**config.mk**
```make
export PLATFORM = sky130hd
export DESIGN_NAME = pipe_controller
export DESIGN_NICKNAME = d
export VERILOG_FILES = /design/src/rtl/pipe_controller_pkg.sv /design/src/rtl/pipe_controller_hazard_unit.sv /design/src/rtl/pipe_controller.sv
export SDC_FILE = /design/constraint.sdc
export NUM_CORES = 1
export LEC_CHECK = 0
export BUFFER_PORTS_ARGS = -buffer_cell sky130_fd_sc_hd__buf_2
export CORE_AREA = 2 2 68 83
export DETAILED_ROUTE_END_ITERATION = 10
export DIE_AREA = 0 0 70 85
export HOLD_SLACK_MARGIN = 0.02
export PLACE_DENSITY = 0.68
export SLEW_MARGIN = 40
export SYNTH_ARGS = -nofsm -noshare
export SYNTH_HDL_FRONTEND = slang
export SYNTH_HIERARCHICAL = 1
export SYNTH_SLANG_ARGS = --single-unit
```
**constraint.sdc**
```tcl
create_clock -name clk -period 4.85 [get_ports clk]
set_input_delay 0.7275 -clock clk [delete_from_list [all_inputs] [get_ports clk]]
set_output_delay 0.7275 -clock clk [all_outputs]
set_load 0.1 [all_outputs]
```
**src/rtl/pipe_controller_pkg.sv**
```systemverilog
// pipe_controller_pkg: opcode/func constants, control-word layout and the ID-stage decode table.
package pipe_controller_pkg;

    localparam logic [5:0] OP_RTYPE = 6'b000000;
    localparam logic [5:0] OP_J     = 6'b000010;
    localparam logic [5:0] OP_BEQ   = 6'b000100;
    localparam logic [5:0] OP_BNE   = 6'b000101;
    localparam logic [5:0] OP_ADDI  = 6'b001000;
    localparam logic [5:0] OP_LW    = 6'b100011;
    localparam logic [5:0] OP_SW    = 6'b101011;

    localparam logic [5:0] FN_SLL  = 6'b000000;
    localparam logic [5:0] FN_SRL  = 6'b000010;
    localparam logic [5:0] FN_SRA  = 6'b000011;
    localparam logic [5:0] FN_JR   = 6'b001000;
    localparam logic [5:0] FN_ADD  = 6'b100000;
    localparam logic [5:0] FN_ADDU = 6'b100001;
    localparam logic [5:0] FN_SUB  = 6'b100010;
    localparam logic [5:0] FN_SUBU = 6'b100011;
    localparam logic [5:0] FN_AND  = 6'b100100;
    localparam logic [5:0] FN_OR   = 6'b100101;
    localparam logic [5:0] FN_NOR  = 6'b100111;
    localparam logic [5:0] FN_SLT  = 6'b101010;

    localparam logic [4:0] ALU_AND   = 5'b00000;
    localparam logic [4:0] ALU_OR    = 5'b00001;
    localparam logic [4:0] ALU_ADD   = 5'b00010;
    localparam logic [4:0] ALU_SUB   = 5'b00110;
    localparam logic [4:0] ALU_PASSB = 5'b00111;
    localparam logic [4:0] ALU_NOR   = 5'b01100;
    localparam logic [4:0] ALU_SLL   = 5'b01101;
    localparam logic [4:0] ALU_SRL   = 5'b01110;
    localparam logic [4:0] ALU_SRA   = 5'b01111;
    localparam logic [4:0] ALU_SLT   = 5'b10000;
    localparam logic [4:0] ALU_SLE   = 5'b10001;

    localparam int MUX_ALUSRC = 0;
    localparam int MUX_MEM2REG = 1;
    localparam int MUX_DST = 2;
    localparam int MUX_BUBBLE = 4;
    localparam int MUX_SHAMT = 5;
    localparam int MUX_JUMP = 6;

    localparam int MEM_REGWR = 0;
    localparam int MEM_MEMWR = 1;
    localparam int MEM_MEMRD = 2;

    typedef enum logic [1:0] {BR_NONE, BR_BEQ, BR_BNE} br_t;

    typedef struct packed {
        logic [6:0] mux;
        logic [2:0] mem;
        logic [4:0] alu;
        br_t        br;
    } ctrl_t;

    localparam ctrl_t BUBBLE = '{7'b0010000, 3'b000, ALU_AND, BR_NONE};
    localparam ctrl_t NOP    = '{7'b0000000, 3'b000, ALU_SLL, BR_NONE};

    function automatic ctrl_t decode(input logic [5:0] op, input logic [5:0] func);
        ctrl_t c;
        c = NOP;
        if (op == OP_RTYPE)
            case (func)
                FN_ADD, FN_ADDU: c = '{7'b0000000, 3'b001, ALU_ADD, BR_NONE};
                FN_SUB, FN_SUBU: c = '{7'b0000000, 3'b001, ALU_SUB, BR_NONE};
                FN_AND:          c = '{7'b0000000, 3'b001, ALU_AND, BR_NONE};
                FN_OR:           c = '{7'b0000000, 3'b001, ALU_OR, BR_NONE};
                FN_NOR:          c = '{7'b0000000, 3'b001, ALU_NOR, BR_NONE};
                FN_SLT:          c = '{7'b0000000, 3'b001, ALU_SLT, BR_NONE};
                FN_SLL:          c = '{7'b0100000, 3'b001, ALU_SLL, BR_NONE};
                FN_SRL:          c = '{7'b0100000, 3'b001, ALU_SRL, BR_NONE};
                FN_SRA:          c = '{7'b0100000, 3'b001, ALU_SRA, BR_NONE};
                FN_JR:           c = '{7'b1000000, 3'b000, ALU_AND, BR_NONE};
                default:         c = NOP;
            endcase
        else
            case (op)
                OP_LW:   c = '{7'b0000111, 3'b101, ALU_ADD, BR_NONE};
                OP_SW:   c = '{7'b0000001, 3'b010, ALU_ADD, BR_NONE};
                OP_ADDI: c = '{7'b0000101, 3'b001, ALU_ADD, BR_NONE};
                OP_BEQ:  c = '{7'b0000000, 3'b000, ALU_SUB, BR_BEQ};
                OP_BNE:  c = '{7'b0000000, 3'b000, ALU_SUB, BR_BNE};
                OP_J:    c = '{7'b1000000, 3'b000, ALU_AND, BR_NONE};
                default: c = NOP;
            endcase
        return c;
    endfunction

endpackage

```
**src/rtl/pipe_controller_hazard_unit.sv**
```systemverilog
// hazard_unit: load-use stall, taken-branch flush and EX operand-forwarding selects.
module hazard_unit
    import pipe_controller_pkg::*;
#(
    parameter int REG_AW = 5,
    parameter int LOAD_INTERLOCK = 1,
    parameter int FWD_EN = 1
) (
    input  logic              reset,
    input  logic              zero,
    input  logic [REG_AW-1:0] id_rs,
    input  logic [REG_AW-1:0] id_rt,
    input  logic [REG_AW-1:0] ex_rs,
    input  logic [REG_AW-1:0] ex_rt,
    input  logic [REG_AW-1:0] ex_dest,
    input  logic              ex_memread,
    input  br_t               ex_br,
    input  logic [REG_AW-1:0] mem_dest,
    input  logic              mem_regwrite,
    input  logic [REG_AW-1:0] wb_dest,
    input  logic              wb_regwrite,
    output logic              stall,
    output logic              flush,
    output logic [1:0]        fwd_a,
    output logic [1:0]        fwd_b
);
    logic load_use;

    // the nearer (EX/MEM) producer holds the newer value, so it is tested first
    function automatic logic [1:0] src(input logic [REG_AW-1:0] r, input logic mw, input logic [REG_AW-1:0] md,
                                       input logic ww, input logic [REG_AW-1:0] wd);
        return r == '0 ? 2'b00 : (mw && md == r) ? 2'b01 : (ww && wd == r) ? 2'b10 : 2'b00;
    endfunction

    assign flush = !reset && ((ex_br == BR_BEQ && zero) || (ex_br == BR_BNE && !zero));
    assign load_use = ex_memread && ex_dest != '0 && (ex_dest == id_rs || ex_dest == id_rt);
    assign stall = LOAD_INTERLOCK != 0 && !reset && !flush && load_use;
    assign fwd_a = (FWD_EN != 0 && !reset) ? src(ex_rs, mem_regwrite, mem_dest, wb_regwrite, wb_dest) : 2'b00;
    assign fwd_b = (FWD_EN != 0 && !reset) ? src(ex_rt, mem_regwrite, mem_dest, wb_regwrite, wb_dest) : 2'b00;
endmodule

```
**src/rtl/pipe_controller.sv**
```systemverilog
// pipe_controller: ID-stage decoder plus the ID/EX, EX/MEM and MEM/WB control registers.
module pipe_controller
    import pipe_controller_pkg::*;
#(
    parameter int REG_AW = 5,
    parameter int ALU_W = 5,
    parameter int MUX_W = 7,
    parameter int LOAD_INTERLOCK = 1,
    parameter int FWD_EN = 1
) (
    input  logic              clk,
    input  logic              reset,
    input  logic [5:0]        op,
    input  logic [5:0]        func,
    input  logic [REG_AW-1:0] rs,
    input  logic [REG_AW-1:0] rt,
    input  logic [REG_AW-1:0] rd,
    input  logic              zero,
    output logic              id_jump,
    output logic              stall,
    output logic              flush,
    output logic [MUX_W-1:0]  ex_muxctrl,
    output logic [ALU_W-1:0]  ex_aluctrl,
    output logic [2:0]        ex_memctrl,
    output logic [2:0]        mem_memctrl,
    output logic [2:0]        wb_memctrl,
    output logic              wb_mem_to_reg,
    output logic [1:0]        fwd_a,
    output logic [1:0]        fwd_b
);
    ctrl_t             dec, ex_c;
    logic [REG_AW-1:0] id_dest, ex_dest, ex_rs, ex_rt, mem_dest, wb_dest;
    logic              mem_m2r, bubble;

    assign dec = decode(op, func);
    assign id_dest = dec.mux[MUX_DST +: 2] == 2'b01 ? rt : rd;
    assign id_jump = dec.mux[MUX_JUMP];
    assign bubble = stall || flush;

    assign ex_muxctrl = MUX_W'(ex_c.mux);
    assign ex_aluctrl = ALU_W'(ex_c.alu);
    assign ex_memctrl = ex_c.mem;

    hazard_unit #(.REG_AW(REG_AW), .LOAD_INTERLOCK(LOAD_INTERLOCK), .FWD_EN(FWD_EN)) u_hazard (
        .reset(reset),
        .zero(zero),
        .id_rs(rs),
        .id_rt(rt),
        .ex_rs(ex_rs),
        .ex_rt(ex_rt),
        .ex_dest(ex_dest),
        .ex_memread(ex_c.mem[MEM_MEMRD]),
        .ex_br(ex_c.br),
        .mem_dest(mem_dest),
        .mem_regwrite(mem_memctrl[MEM_REGWR]),
        .wb_dest(wb_dest),
        .wb_regwrite(wb_memctrl[MEM_REGWR]),
        .stall(stall),
        .flush(flush),
        .fwd_a(fwd_a),
        .fwd_b(fwd_b)
    );

    // a bubble carries no register fields so it can never match a hazard or forward
    always_ff @(posedge clk) begin
        if (reset) begin
            ex_c <= '0;
            ex_dest <= '0;
            ex_rs <= '0;
            ex_rt <= '0;
            mem_memctrl <= '0;
            mem_m2r <= 1'b0;
            mem_dest <= '0;
            wb_memctrl <= '0;
            wb_mem_to_reg <= 1'b0;
            wb_dest <= '0;
        end else begin
            ex_c <= bubble ? BUBBLE : dec;
            ex_dest <= bubble ? '0 : id_dest;
            ex_rs <= bubble ? '0 : rs;
            ex_rt <= bubble ? '0 : rt;
            mem_memctrl <= ex_c.mem;
            mem_m2r <= ex_c.mux[MUX_MEM2REG];
            mem_dest <= ex_dest;
            wb_memctrl <= mem_memctrl;
            wb_mem_to_reg <= mem_m2r;
            wb_dest <= mem_dest;
        end
    end
endmodule

```
==> results of run 1 <==
critical path: cells and delay by family:
| kind | cells | cell delay, ns |
|---|---|---|
| compound gates | 1 | 0.51 |
| buf+inv | 2 | 0.64 |
| simple gates | 2 | 0.37 |
| xor+xnor | 1 | 0.13 |
through the flow:
stage / power [uW] / cell area, um^2 / setup WS, ns / instances / hold slack, ns
after floorplan: 495.2 / 2260 / 0.4441 / 249 / 0.4394
after global placement: 521.8 / 2445 / 1.781 / 339 / 0.4495
after detailed placement: 523.2 / 2445 / 1.742 / 339 / 0.4558
after CTS: 806.7 / 2557 / 1.737 / 346 / 0.4683
after global routing: 834.6 / 2557 / 1.633 / 346 / 0.4783
final: 797.1 / 2557 / 1.734 / 346 / 0.4631
layer usage:
metal | GRT usage | part of all wire | up-vias
met4 | 0.06119 | 0.014 | 0
met5 | 0 | 0 | -
met3 | 0.03800 | 0.043 | 6
li1 | - | - | 908
met1 | 0.1815 | 0.43 | 813
met2 | 0.2952 | 0.52 | 45
power by group through the flow:
| stage | Clock, uW | Combinational (uW) | Sequential [uW] |
|---|---|---|---|
| final | 283 | 111 | 403 |
| after CTS | 292 | 111 | 403 |
| after global placement | 0 | 110 | 412 |
| after floorplan | 0 | 86.0 | 409 |
| after detailed placement | 0 | 111 | 412 |
| after global routing | 308 | 122 | 405 |
flip-flops by register name (all words and copies together), names as in the netlist:
signal,flops
ex_rt,5
wb_dest,5
ex_c,2
ex_rs,5
wb_memctrl,3
ex_muxctrl,6
ex_dest,5
ex_aluctrl,5
ex_memctrl,2
mem_dest,5
mem_memctrl,3
area by class of cell:
class                           instances  share of cell area
Clock buffer                            6             0.03229
Clock inverter                          1             0.01174
Inverter                                4            0.005871
Multi-Input combinational cell        169              0.4452
Sequential cell                        46              0.3601
Tap cell                               62             0.03033
Timing Repair Buffer                   58              0.1145
final timing paths:
check	start	slack (ns)	endpoint
min reg2reg	mem_memctrl[2]	0.46	wb_memctrl[2]
max reg2reg	ex_dest[3]	2.38	ex_c[1]
max	rs[3]	1.73	stall
min	mem_memctrl[2]	0.46	wb_memctrl[2]
cells in the final DEF, fill, tap and decap left out, drive strengths merged, types with 3 or more instances in the layout:
cell type and count:
a211oi 4, a21oi 5, and2 11, buf 58
clkbuf 6, dfxtp 46, inv 4, nand2 17
nand3 6, nor2 11, nor2b 18, nor3 8
nor4 10, nor4b 3, o21ai 9, or4 6
xnor2 7, xor2 23
cell families (layout without fill, tap and decap cells):
kind of cell,count (synthesis),after routing,synth area share
AO/OA/AOI/OAI,32,32,0.1041
XOR/XNOR,30,30,0.1163
buffers and inverters,34,69,0.09081
flip-flops,46,46,0.4075
other,1,1,0.001660
AND/OR/NAND/NOR,106,106,0.2796
==> summary.txt, run 1 <==
Layout
  – Layout cells sized above 1: 0.2676
  – Register Area: 920.9 um^2
  – Antenna diodes: 0
  – Layout area overhead: 13.18%
  – Fin nets: 314
  – Fill cells: 487
  – Area of the multi-input gates: 0.001139 mm^2
  – Post-layout utilization of the core: 0.4964

Logic synthesis
  – Yosys top cell area share: 0.4075
  – Sequential share of the synthesized area: 0.4075
  – Yosys warns: 6
  – Yosys reg bits: 46
  – Largest cells by area after synthesis: dfxtp_1 41%, xor2_1 8.9%, buf_4 5.6%
  – Synth cell types: 47
  – Top FF cell, synth: dfxtp_1
  – Ys async rst share: 0
  – Netlist Area Pre-Place: 0.002260 mm^2
  – Synthesized instance count: 249
  – Synth cell count leaders: 46 x dfxtp_1, 23 x xor2_1, 18 x nor2b_1, 17 x buf_4, 17 x nand2_1
  – Post-synth top area cell: dfxtp_1
  – Top-count cell post-synth: dfxtp_1
  – Post-Syn Nets: 279
  – Syn avg cell area: 9.075 um^2
  – Post-synth EDFFs: 0

Power and ir drop
  – Seq pwr share: 0.506
  – Sw Pwr: 202.4 uW
  – Static Leak: 0.001138 uW
  – Clock Power Share: 0.355
  – Pwr dens: 311.7 mW/mm^2
  – Max rail drop VDD: 118.0 uV
  – Sw Ratio: 0.2539
  – Logic gate share of total power: 0.139
  – Cell internal pwr: 594.7 uW

Timing
  – Endpoints failing setup: 0
  – RSZ-0062 raised after global routing: no
  – Fin. Hold Viols: 0
  – Max-slew violations: 0
  – Skew final: 0.009479 ns
  – Worst-Margin Slew: 0.7094 ns
  – Period utilization: 0.6426
  – Final TNS setup: 0 ns
  – Max transition margin: 0.5261
  – Minimum clock period: 3.116 ns
  – F_max: 0.3209 GHz

Die
  – Die Height: 85 um
  – Die Width: 70 um
  – Boundary Pins: 59
  – Initial core utilization: 0.4386
  – Rows: 29
  – Core area: 0.005152 mm^2
  – Die ar.: 0.005950 mm^2

Min path
  – Worst Hold Class: flop to flop
  – Hold Crit Depth: 1

Clocking
  – Clk slew on worst S/H paths: 0.08 ns
  – Worst-Skew Late Latency: 0.29 ns
  – Hold Buf Count CTS: 0
  – Post-cts gate resize count: 0
  – Clk sink count: 46
  – CTS tree: yes
  – Post CTS Setup Buffer Count: 0
  – CTS H-tree depth: 2
  – Max Root-Sink Buffers: 2
  – Clk root buf: clkbuf_8
  – Num CTS Buffers: 5

Placement
  – Buffers on Ports: 57
  – RePlAce Congestion: 0.8594
  – DP HPWL: 3649 um

Setup path
  – Kind of critical path: input pin to primary output
  – Kind of start point of the critical path: input pin
  – Most used cell along the critical path: buf_2
  – CP max FO: 4
  – FF-to-FF path depth: 6
  – Max incr delay on CP: 0.53 ns
  – CP Data Arrival Time: 2.39 ns
  – CP required: 4.12 ns
  – Cell Chain, Critical Path: buf_2 > xor2_1 > nor3_1 > nand3_1 > a211oi_1 > buf_2
  – Slowest library cell on the worst path: buf_2
  – Worst Setup End Kind: primary output

Global routing
  – Largest net degree at the start of global routing: 26
  – Vias in the first global route: 1666
  – Initial antenna violation count: 0
  – Grt ovf: 0
  – Total GRT Usage: 0.1618
  – First-pass GRT wire length: 7693 um

Route
  – Via count: 1772
  – Post-route DRC: 0
  – DRT Wirelength: 4645 um
  – Vias per std cell: 5.121
  – Drt pass-1 iters: 4
  – Number of nets with antenna violations after routing: 0
  – Drt wl/cell: 13.42 um
  – DRT iter0 DRCs: 67

Job
  – Max-cap viol count: 0

Run status
  – Outcome: finished, final reports clean
(Power assumes the default switching activity.)
==> inputs of run 2 (changes only) <==
==> constraint.sdc (replaced) <==
create_clock -name clk -period 3.2 [get_ports clk]
set_input_delay 0.48 -clock clk [delete_from_list [all_inputs] [get_ports clk]]
set_output_delay 0.48 -clock clk [all_outputs]
set_load 0.1 [all_outputs]
==> summary.txt, run 2 (same netlist as run 1, synthesis figures left out) <==
Run status
  – Outcome: finished, final reports clean

Timing
  – RSZ-0062 raised after global routing: no
  – Period utilization: 0.7743
  – Fin. Hold Viols: 0 (unchanged)
  – Endpoints failing setup: 0 (unchanged)
  – Skew final: 0.01101 ns (+0.001534 ns)
  – Final TNS setup: 0 ns (unchanged)
  – Max transition margin: 0.5298 (+0.003744)
  – F_max: 0.4036 GHz
  – Max-slew violations: 0 (unchanged)
  – Worst-Margin Slew: 0.7038 ns (-0.005604 ns)
  – Minimum clock period: 2.478 ns
  – Worst Slack Setup Final: 0.7223 ns (-1.011 ns)

Layout
  – Post-layout utilization of the core: 0.5083 (+0.01190)
  – Most frequent cells in the layout: 57 x buf_2, 46 x dfxtp_1, 23 x xor2_1, 18 x nor2b_1, 17 x nand2_1
  – Antenna diodes: 0 (unchanged)
  – Layout area overhead: 15.89%
  – Layout cells sized above 1: 0.2902 (+0.02260)
  – Fill cells: 493 (+1.2%)
  – Fin nets: 315 (+0.32%)
  – Largest register FFs: 6 (unchanged)
  – Final Cell Area: 0.002619 mm^2 (+2.4%)
  – Area of the multi-input gates: 0.001162 mm^2 (+2.1%)
  – Leading cell type in the layout, fill and taps excluded: buf_2
  – Register Area: 920.9 um^2 (unchanged)

Setup path
  – CP max FO: 4 (unchanged)
  – CP Data Arrival Time: 2.00 ns (-0.39 ns)
  – Buffer and inverter count on the worst path: 1 (-1)
  – Kind of start point of the critical path: flop
  – Crit. Startpoint: ex_dest[3]
  – Max incr delay on CP: 0.49 ns (-0.04 ns)
  – CP required: 2.72 ns (-1.40 ns)
  – Worst Setup End Kind: primary output
  – Kind of critical path: flop to primary output
  – Largest delay share family, worst path: buffers and inverters
  – RR Startpoint: ex_dest[0]
  – Cell Chain, Critical Path: xor2_1 > nor3_1 > nand3_1 > a211oi_2 > buf_2
  – Slowest library cell on the worst path: buf_2

Die
  – Die ar.: 0.005950 mm^2 (unchanged)
  – Boundary Pins: 59 (unchanged)
  – Core area: 0.005152 mm^2 (unchanged)
  – Rows: 29 (unchanged)
  – Die Width: 70 um (unchanged)
  – Initial core utilization: 0.4386 (unchanged)
  – Die Height: 85 um (unchanged)

Global routing
  – First-pass GRT wire length: 7714 um (+0.27%)
  – Largest net degree at the start of global routing: 21 (-19%)
  – Vias in the first global route: 1686 (+1.2%)
  – Grt ovf: 0 (unchanged)
  – Initial antenna violation count: 0 (unchanged)
  – Total GRT Usage: 0.1622 (+0.0004081)

Route
  – Drt wl/cell: 13.79 um (+2.7%)
  – Top sig layer: met4
  – Wl on met1: 1929 um (-2.3%)
  – Via count: 1796 (+1.4%)
  – Number of nets with antenna violations after routing: 0 (unchanged)
  – Met2 routed WL: 2571 um (+6.9%)
  – DRT Wirelength: 4799 um (+3.3%)
  – Vias per std cell: 5.161 (+0.77%)
  – Post-route DRC: 0 (unchanged)
  – DRT iter0 DRCs: 53 (-21%)
  – Met3 routed WL: 204 um (+2.0%)
  – Drt pass-1 iters: 5 (+1)

Placement
  – Area after DPL: 0.002476 mm^2 (+1.3%)
  – RePlAce Congestion: 0.8366 (-2.7%)
  – Placement-stage worst setup slack: 0.7569 ns (-0.9847 ns)
  – DP HPWL: 3675 um (+0.73%)
  – Buffers on Ports: 57 (unchanged)

Power and ir drop
  – Max rail drop VDD: 331.2 uV (+180%)
  – Static Leak: 0.001159 uW (+1.9%)
  – Pwr dens: 497.6 mW/mm^2 (+60%)

Min path
  – Min-delay src: rs[3]
  – Worst Hold Class: input pin to flop

Clocking
  – CTS tree: yes
  – Clk slew on worst S/H paths: 0.08 ns (about the same)
  – Clk root buf: clkbuf_8
  – Max Root-Sink Buffers: 2 (unchanged)
  – Post CTS Setup Buffer Count: 0 (unchanged)
  – Hold Buf Count CTS: 0 (unchanged)
  – Post-cts gate resize count: 0 (unchanged)
  – CTS H-tree depth: 2 (unchanged)
  – Clk sink count: 46 (unchanged)
  – Worst-Skew Late Latency: 0.29 ns (about the same)
  – Num CTS Buffers: 5 (unchanged)

Job
  – Max-cap viol count: 0 (unchanged)
run 2: per-stage QoR:
stage,total power (uW),hold slack [ns],std cells
floorplan,751.5,0.4394,249
global placement,792.2,0.4379,340
global route,1355,0.4291,348
finish,1303,0.4209,348
CTS,1315,0.4132,348
detailed placement,794.0,0.4549,340
run 2: metal layers:
metal,track usage,up-vias
met5,0,-
met4,0.06469,0
met3,0.03088,12
met2,0.3126,52
met1,0.1710,822
li1,-,910
run 2: final cells by class:
class / count / area share
clock buffers: 6 / 0.03153
clock inverters: 2 / 0.02293
inverters: 4 / 0.005733
multi-input cells: 169 / 0.4439
flip-flops and latches: 46 / 0.3516
well taps: 62 / 0.02962
repair buffers: 59 / 0.1147
run 2: where the power goes:
group,switching (uW),internal (uW)
Combinational,110,60.8
Sequential,18.6,592
Clock,189,333
run 2: path summary, 6_finish.rpt:
kind,to,slack [ns],cells after the start
worst max-delay path,stall,0.72,5
worst min-delay path,ex_rs[3],0.42,2
worst max register to register,ex_c[1],0.78,6
worst min register to register,wb_memctrl[2],0.46,1
==> inputs of run 3 (changes only) <==
--- a/config.mk
+++ b/config.mk
@@ -5,12 +5,13 @@
 export SDC_FILE = /design/constraint.sdc
 export NUM_CORES = 1
 export LEC_CHECK = 0
+export ABC_AREA = 1
 export BUFFER_PORTS_ARGS = -buffer_cell sky130_fd_sc_hd__buf_2
-export CORE_AREA = 2 2 68 83
+export CORE_AREA = 2 2 72 88
 export DETAILED_ROUTE_END_ITERATION = 10
-export DIE_AREA = 0 0 70 85
+export DIE_AREA = 0 0 74 90
 export HOLD_SLACK_MARGIN = 0.02
-export PLACE_DENSITY = 0.68
+export PLACE_DENSITY = 0.69
 export SLEW_MARGIN = 40
 export SYNTH_ARGS = -nofsm -noshare
 export SYNTH_HDL_FRONTEND = slang
==> constraint.sdc (replaced) <==
create_clock -name clk -period 2.08 [get_ports clk]
set_input_delay 0.312 -clock clk [delete_from_list [all_inputs] [get_ports clk]]
set_output_delay 0.312 -clock clk [all_outputs]
set_load 0.1 [all_outputs]
==> summary.txt, run 3 <==
Global routing
  – Grt ovf: 0 (unchanged)
  – Total GRT Usage: 0.1773 (+0.01503)
  – First-pass GRT wire length: 9197 um (+19%)
  – Largest net degree at the start of global routing: 20 (-4.8%)
  – Initial antenna violation count: 0 (unchanged)
  – Vias in the first global route: 2135 (+27%)

Min path
  – Hold Crit Depth: 3 (+1)
  – Worst Hold Class: input pin to flop

Logic synthesis
  – Top FF cell, synth: dfxtp_1
  – Post-Syn Nets: 408 (+46%)
  – Sequential share of the synthesized area: 0.3651 (-0.04245)
  – Yosys top cell area share: 0.3651 (-0.04245)
  – Ys async rst share: 0 (unchanged)
  – Yosys reg bits: 46 (unchanged)
  – Yosys warns: 6 (unchanged)
  – Post-synth top area cell: dfxtp_1
  – Netlist Area Pre-Place: 0.002522 mm^2 (+12%)
  – Syn avg cell area: 6.673 um^2 (-26%)
  – Post-synth EDFFs: 0 (unchanged)
  – Synthesized instance count: 378 (+52%)
  – Synth cell count leaders: 79 x inv_1, 79 x nor2_1, 63 x nand2_1, 46 x dfxtp_1, 17 x buf_4
  – Largest cells by area after synthesis: dfxtp_1 37%, inv_1 12%, nor2_1 12%
  – Synth cell types: 33 (-30%)

Timing
  – F_max: 0.5079 GHz
  – Period utilization: 0.9465
  – Minimum clock period: 1.969 ns
  – Fin. Hold Viols: 0 (unchanged)
  – Endpoints failing setup: 0 (unchanged)
  – Skew final: 0.006777 ns (-0.004236 ns)
  – Max-slew violations: 0 (unchanged)
  – RSZ-0062 raised after global routing: no

Layout
  – Non-Filler Instances: 504 (+45%)
  – Antenna diodes: 0 (unchanged)
  – Post-layout utilization of the core: 0.5089 (+0.0006100)
  – Most frequent cells in the layout: 78 x inv_1, 75 x nor2_1, 63 x nand2_1, 51 x buf_2, 44 x dfxtp_1
  – Fin nets: 452 (+43%)
  – Layout area overhead: 18.15%
  – Largest register FFs: 6 (unchanged)
  – Leading cell type in the layout, fill and taps excluded: inv_1
  – Layout cells sized above 1: 0.2322 (-0.05798)

Placement
  – RePlAce Congestion: 0.9184 (+9.8%)
  – DP HPWL: 4548 um (+24%)
  – Buffers on Ports: 57 (unchanged)
  – Placed insts: 497 (+46%)

Clocking
  – Worst-Skew Late Latency: 0.29 ns (about the same)
  – CTS H-tree depth: 2 (unchanged)
  – Clk root buf: clkbuf_8
  – Clk slew on worst S/H paths: 0.08 ns (about the same)
  – CTS tree: yes
  – Max Root-Sink Buffers: 2 (unchanged)
  – Clk sink count: 46 (unchanged)
  – Post CTS Setup Buffer Count: 0 (unchanged)
  – Num CTS Buffers: 5 (unchanged)
  – Post-cts gate resize count: 0 (unchanged)
  – Hold Buf Count CTS: 0 (unchanged)

Setup path
  – CP Data Arrival Time: 1.66 ns (-0.34 ns)
  – CP max FO: 4 (unchanged)
  – Kind of start point of the critical path: flop
  – Largest delay share family, worst path: buffers and inverters
  – Cell Chain, Critical Path: inv_1 > nand2_1 > o21ai_0 > a21oi_1 > nand3_1 > nor2_4 > clkbuf_4
  – Slowest library cell on the worst path: dfxtp_1
  – FF-to-FF path depth: 13 (+7)
  – WP depth: 7 (+2)
  – Buffer and inverter count on the worst path: 2 (+1)
  – Worst Setup End Kind: primary output
  – Max incr delay on CP: 0.40 ns (-0.09 ns)
  – Kind of critical path: flop to primary output
  – CP required: 1.77 ns (-0.95 ns)

Route
  – Drt pass-1 iters: 4 (-1)
  – Vias per std cell: 4.482 (-13%)
  – Drt wl/cell: 10.85 um (-21%)
  – Number of nets with antenna violations after routing: 0 (unchanged)
  – Post-route DRC: 0 (unchanged)
  – Via count: 2259 (+26%)
  – DRT iter0 DRCs: 87 (+64%)
  – DRT Wirelength: 5466 um (+14%)

Die
  – Boundary Pins: 59 (unchanged)
  – Die Width: 74 um (+5.7%)
  – Initial core utilization: 0.4307 (-0.007885)
  – Rows: 31 (+6.9%)
  – Core area: 0.005857 mm^2 (+14%)
  – Die ar.: 0.006660 mm^2 (+12%)
  – Die Height: 90 um (+5.9%)

Power and ir drop
  – Tot Pwr: 1741 uW (+34%)
  – Seq pwr share: 0.540 (+0.072)
  – Clock Power Share: 0.286 (-0.114)
  – Sw Pwr: 508.4 uW (+60%)
  – Static Leak: 0.001505 uW (+30%)
  – Pwr dens: 584.0 mW/mm^2 (+17%)
  – Cell internal pwr: 1232 uW (+25%)
  – Logic gate share of total power: 0.174 (+0.043)
  – Max rail drop VDD: 231.4 uV (-30%)
  – Sw Ratio: 0.2921 (+0.04834)

Job
  – Max-cap viol count: 0 (unchanged)

Run status
  – Outcome: finished, final reports clean
==> run 3: area by class of cell <==
class / instances / area (um^2)
Sequential cell: 46 / 923.4
Multi-Input combinational cell: 229 / 1197
Timing Repair Buffer: 58 / 370.4
Inverter: 82 / 307.8
Clock buffer: 5 / 68.82
Tap cell: 82 / 102.6
Fill cell: 587 / 2877
Clock inverter: 2 / 10.01
==> run 3: worst paths after layout <==
kind                 startpoint              to  slack (ns)
hold reg to reg   ex_memctrl[0]  mem_memctrl[0]        0.41
setup / recovery       ex_rt[1]        fwd_b[0]        0.11
setup reg to reg     ex_dest[0]   ex_aluctrl[0]        0.20
hold / removal            rs[2]        ex_rs[2]        0.26
==> run 3: cell families (layout without fill, tap and decap cells) <==
family	after synthesis	in the layout	synth area share
AND/OR/NAND/NOR	187	187	0.3373
buffers and inverters	103	147	0.1825
flip-flops	46	46	0.3651
AO/OA/AOI/OAI	32	32	0.08234
XOR/XNOR	9	9	0.03125
other	1	1	0.001487
==> run 3: layer usage <==
metal,vias to the layer above,part of all wire,global-route usage
met5,-,0,0
met4,0,0.032,0.09091
met1,997,0.41,0.2011
met3,14,0.033,0.02242
met2,52,0.53,0.3125
li1,1196,-,-
==> run 3: metrics by stage <==
stage | worst slack, ns | setup TNS (ns) | instance area, um^2 | hold slack, ns
2_1_floorplan | -0.04532 | -0.04532 | 2584 | 0.3960
3_3_place_gp | 0.2391 | 0 | 2899 | 0.4012
3_5_place_dp | 0.2212 | 0 | 2899 | 0.4000
4_1_cts | 0.02340 | 0 | 2978 | 0.2520
5_1_grt | 0.001222 | 0 | 2980 | 0.2675
6_report | 0.1113 | 0 | 2980 | 0.2617
==> run 3: power by group through the flow <==
stage	clock, uW	combinational [uW]	sequential, uW
final	498	302	941
after floorplan	0	230	954
after global placement	0	299	961
after detailed placement	0	303	961
after CTS	516	304	941
after global routing	551	337	945
==> run 3: worst min-delay path, cell delays in order <==
cell    delay [ns]
buf_2         0.11
inv_1         0.05
nor2_1        0.03
